--- config.mk ---
export PLATFORM = sky130hd
export DESIGN_NAME = bus_transfer_sequencer
export DESIGN_NICKNAME = d
export VERILOG_FILES = /design/src/rtl/bus_transfer_sequencer.sv
export SDC_FILE = /design/constraint.sdc
export NUM_CORES = 1
export LEC_CHECK = 0
export CAP_MARGIN = 20
export CORE_MARGIN = 2
export CORE_UTILIZATION = 50
export DETAILED_ROUTE_END_ITERATION = 7
export DONT_BUFFER_PORTS = 1
export SLEW_MARGIN = 0
export SYNTH_ARGS = -nofsm -noshare
export SYNTH_HDL_FRONTEND = slang
export SYNTH_SLANG_ARGS = --single-unit
--- constraint.sdc ---
create_clock -name clk -period 5 [get_ports clk]
set_input_delay 1 -clock clk [delete_from_list [all_inputs] [get_ports clk]]
set_output_delay 1 -clock clk [all_outputs]
set_load 0.01 [all_outputs]
--- src/rtl/bus_transfer_sequencer.sv ---
// bus_transfer_sequencer: sequences one register-to-register bus transfer (drive, latch, hold, turnaround) per request.
module bus_transfer_sequencer #(
  parameter int NUM_REGS = 4,
  parameter int SETUP_CYCLES = 1,
  parameter int LATCH_CYCLES = 1,
  localparam int SELW = NUM_REGS > 1 ? $clog2(NUM_REGS) : 1
) (
  input  logic                clk,
  input  logic                reset_n,
  input  logic                req_valid,
  output logic                req_ready,
  input  logic [SELW-1:0]     src_sel,
  input  logic [SELW-1:0]     dst_sel,
  output logic [NUM_REGS-1:0] oe_n,
  output logic [NUM_REGS-1:0] le,
  output logic                busy,
  output logic                done,
  output logic                err
);
  typedef enum logic [2:0] {IDLE, SETUP, LATCH, HOLD, TURN} state_t;
  state_t state, state_n;
  logic [1:0] cnt, cnt_n;
  logic [SELW-1:0] src_q, dst_q, src_n, dst_n;
  logic acc, ok;
  assign req_ready = state == IDLE;
  always_comb begin
    acc = state == IDLE && req_valid;
    ok = src_sel != dst_sel && 32'(src_sel) < NUM_REGS && 32'(dst_sel) < NUM_REGS;
    state_n = state;
    case (state)
      IDLE:    state_n = acc && ok ? SETUP : IDLE;
      SETUP:   state_n = cnt == 2'(SETUP_CYCLES - 1) ? LATCH : SETUP;
      LATCH:   state_n = cnt == 2'(LATCH_CYCLES - 1) ? HOLD : LATCH;
      HOLD:    state_n = TURN;
      default: state_n = IDLE;
    endcase
    cnt_n = state_n != state ? '0 : cnt + 2'd1;
    src_n = acc && ok ? src_sel : src_q;
    dst_n = acc && ok ? dst_sel : dst_q;
  end
  // outputs are decoded from the next state so they line up with the state they belong to
  always_ff @(posedge clk or negedge reset_n) begin
    if (!reset_n) begin
      state <= IDLE;
      cnt <= '0;
      src_q <= '0;
      dst_q <= '0;
      oe_n <= '1;
      le <= '0;
      busy <= 1'b0;
      done <= 1'b0;
      err <= 1'b0;
    end else begin
      state <= state_n;
      cnt <= cnt_n;
      src_q <= src_n;
      dst_q <= dst_n;
      oe_n <= state_n inside {SETUP, LATCH, HOLD} ? ~(NUM_REGS'(1) << src_n) : '1;
      le <= state_n == LATCH ? NUM_REGS'(1) << dst_n : '0;
      busy <= state_n != IDLE;
      done <= state_n == TURN;
      err <= acc && !ok;
    end
  end
endmodule

==> flow_metrics.tcl <==
set metrics [dict create \
    crit_type "flop to primary output" \
    core_region_area_um2 1670 \
    post-dp-hpwl_um 892.3 \
    worst_hold_path_type "input port to async pin" \
    worst_path_dominant_cell_family "flip-flops" \
    yosys.area_share.simple 0.1433 \
    cts-root-buf "clkbuf_4" \
    worstPathMaxFanout 15 \
    synth_nets 76 \
    io_pins 19 \
    maxCapViolCount 0 \
    total_of_endpoints_with_negative_setup_slack_in_the_final_report 0 \
    synth_flop_cell "dfrtp_1" \
    largest_net_degree_at_the_start_of_global_routing 21 \
    synthesized_area_divided_by_synthesized_cell_count_um2 12.71 \
    post_synth_edffs 0 \
    grt_overflow_total 0 \
    fp_rows 15 \
    stdcell_count 85 \
    cts_tree "built" \
    path_depth 1 \
    cellPowerDensity_nw_per_um2 618.0 \
    cp.arrival_ns 1.21 \
    setup_tns_ns 0 \
    max_clock_freq_mhz 452.8 \
    design.die.area_um2 2078 \
    netlist_area_um2 864.6 \
    post_drt_wl_per_cell_um 14.93 \
    main_combinational_cell_family_by_area_after_synthesis "simple AND/OR/NAND/NOR gates" \
    ys_async_sr_fraction 1.000 \
    clock-sinks 20 \
    die_h_um 45.59 \
    synthAdderAreaFrac 0.02605 \
    finalCriticalPeriod_ns 2.209 \
    initial_utilization 0.5176 \
    routed-via-count 508 \
    fp.dieW_um 45.59 \
    peakVddDrop_uv 274.6 \
    worst_pin_slew_ns 0.6044 \
    post_cts.resized_instances 0 \
    insertion_delay_to_the_later_sink_of_the_worst_skew_pair_ns 0.29 \
    syn_to_final_growth_pct 1.592 \
    residual_drc 0 \
    port-buffer-count 0 \
    number_of_buffers_inserted_to_repair_setup_after_cts 0 \
    post-route-period-util 0.4417 \
    timing.critical_path.slowest_stage_cell "dfrtp_1" \
    cp.required_ns 4.00 \
    critPathCapture "req_ready" \
    grt_pass1_vias 439 \
    hold_fix_buffers_at_cts 0 \
    synth_xor_xnor_area_share 0.03039 \
    crit_start "state[2]$_DFF_PN0_" \
    fillers 147 \
    timing.clock.skew_ns 0.003864 \
    cp.buffers_inverters 0 \
    drt_iter0_markers 10 \
    cts-buffers-inserted 3 \
    seq_area_frac_synth 0.5847 \
    reg2reg_depth 3 \
    status "finished clean" \
    worst_slew_margin_rel 0.5971 \
    rsz0062_at_grt "no" \
    dpl.cell_count 81 \
    synth_cell_types 27 \
    grt_pass1_wl_um 2173 \
    global_route_usage_over_all_layers 0.1528 \
    start_kind "flop" \
    final_number_of_max_transition_violations 0 \
    path_cells "nor3_1" \
    viasPerCell 5.976 \
    clock_buffer_depth 2 \
    reg2reg_setup_slack_ns 2.90 \
    h_tree_depth 1 \
    path_clk_slew_ns 0.10 \
    hold_violations 0 \
    synth-compound-area-share 0.08683 \
    diodes 0 \
    syn_inst 68 \
    cpPeakStageDelay_ns 0.56 \
    drtPass1Iterations 4 \
    route.antenna.remaining_nets 0 \
    gp_routability_congestion 0.7179 \
    r2r_end "src_q[0]$_DFF_PN0_" \
    flops_latches_synth 20 \
    yosysWarnings 0 \
    drt-total-wl_um 1269 \
    static-leakage-power_nw 0.3738 \
    r2r-start "state[2]$_DFF_PN0_" \
    proportion_of_synthesized_area_in_mux_cells 0.06802 \
    cp-end-kind "primary output" \
    num-nets-final 77 \
    grt_antenna_before_repair 0 \
    post_route_cells_drive_above_1_share 0.1912 \
]
==> cell families (layout without fill, tap and decap cells) <==
group	after synthesis	after routing
xor gates and xnor gates	3	3
DFF	20	20
and+or+nand+nor	20	20
AOI/OAI and AO/OA	9	9
adders and majority gates	2	2
buffers and inverters	9	9
muxes	5	5
==> final cells by class <==
class,count,area (um2),area share
clock buffers,4,26.28,0.02991
inverters,5,18.77,0.02137
flip-flops and latches,20,505.5,0.5755
multi-input cells,39,306.5,0.3490
well taps,17,21.27,0.02422
==> worst min path at each step <==
stage / slack [ns] / from / depth (start not counted) / endpoint
floorplan: 0.40 / src_q[1]$_DFF_PN0_ / 1 / oe_n[2]$_DFF_PN1_
global placement: 0.42 / cnt[0]$_DFF_PN0_ / 1 / cnt[0]$_DFF_PN0_
detailed placement: 0.42 / src_q[1]$_DFF_PN0_ / 1 / oe_n[3]$_DFF_PN1_
CTS: 0.37 / reset_n / 0 / done$_DFF_PN0_
global route: 0.36 / reset_n / 0 / done$_DFF_PN0_
finish: 0.39 / reset_n / 0 / done$_DFF_PN0_
==> metal layers <==
| layer | global-route usage | share of wire | vias to the layer above |
|---|---|---|---|
| met4 | 0.1059 | 0.028 | 0 |
| met5 | 0 | 0 | - |
| met3 | 0.04365 | 0.054 | 4 |
| met2 | 0.2000 | 0.45 | 18 |
| li1 | - | - | 243 |
| met1 | 0.2130 | 0.46 | 243 |
==> Yosys cell counts, types with 2 or more instances <==
cell type  count  area share
dfrtp_1       16        0.46
inv_1          5       0.022
nor2_1         5       0.022
a32oi_1        4       0.041
dfstp_2        4        0.12
mux2_2         3       0.039
nand2_1        3       0.013
nor4b_1        3       0.030
xnor2_1        3       0.030
buf_6          2       0.026
nor3_1         2       0.012
nor4_1         2       0.014
o21bai_1       2       0.017
==> flip-flops by register name, summed over array words and instances, names as in the netlist <==
name	count
le	4
state	3
src_q	2
busy	1
cnt	2
err	1
oe_n	4
dst_q	2
done	1
==> metrics by stage <==
stage	utilization	power [mW]	hold slack (ns)	setup slack, ns	instance area [um2]
after global placement	0.5101	0.4695	0.4230	2.577	852.1
final	0.5258	0.5428	0.3853	2.791	878.3
after detailed placement	0.5101	0.4734	0.4247	2.546	852.1
after floorplan	-	0.4550	0.4039	2.813	864.6
after CTS	0.5258	0.5506	0.3741	2.768	878.3
after global routing	0.5258	0.5898	0.3617	2.701	878.3
==> power by group <==
part | internal (mW) | switching (mW) | total (mW)
Sequential | 0.236 | 0.0685 | 0.305
Combinational | 0.0868 | 0.0751 | 0.162
Clock | 0.0310 | 0.0451 | 0.0761
Total | 0.354 | 0.189 | 0.543
==> placed cells by master (no fill, tap or decap), drive strengths merged <==
cell	n
a21oi	1
a32oi	4
clkbuf	4
dfrtp	16
dfstp	4
ha	1
inv	5
maj3	1
mux2	4
mux2i	1
nand2	3
nand2b	1
nor2	5
nor3	2
nor3b	1
nor4	2
nor4b	3
nor4bb	1
o21a	1
o21bai	2
o22a	1
or2b	1
or4b	1
xnor2	3
Note: power is estimated with default switching activity, not from simulation.
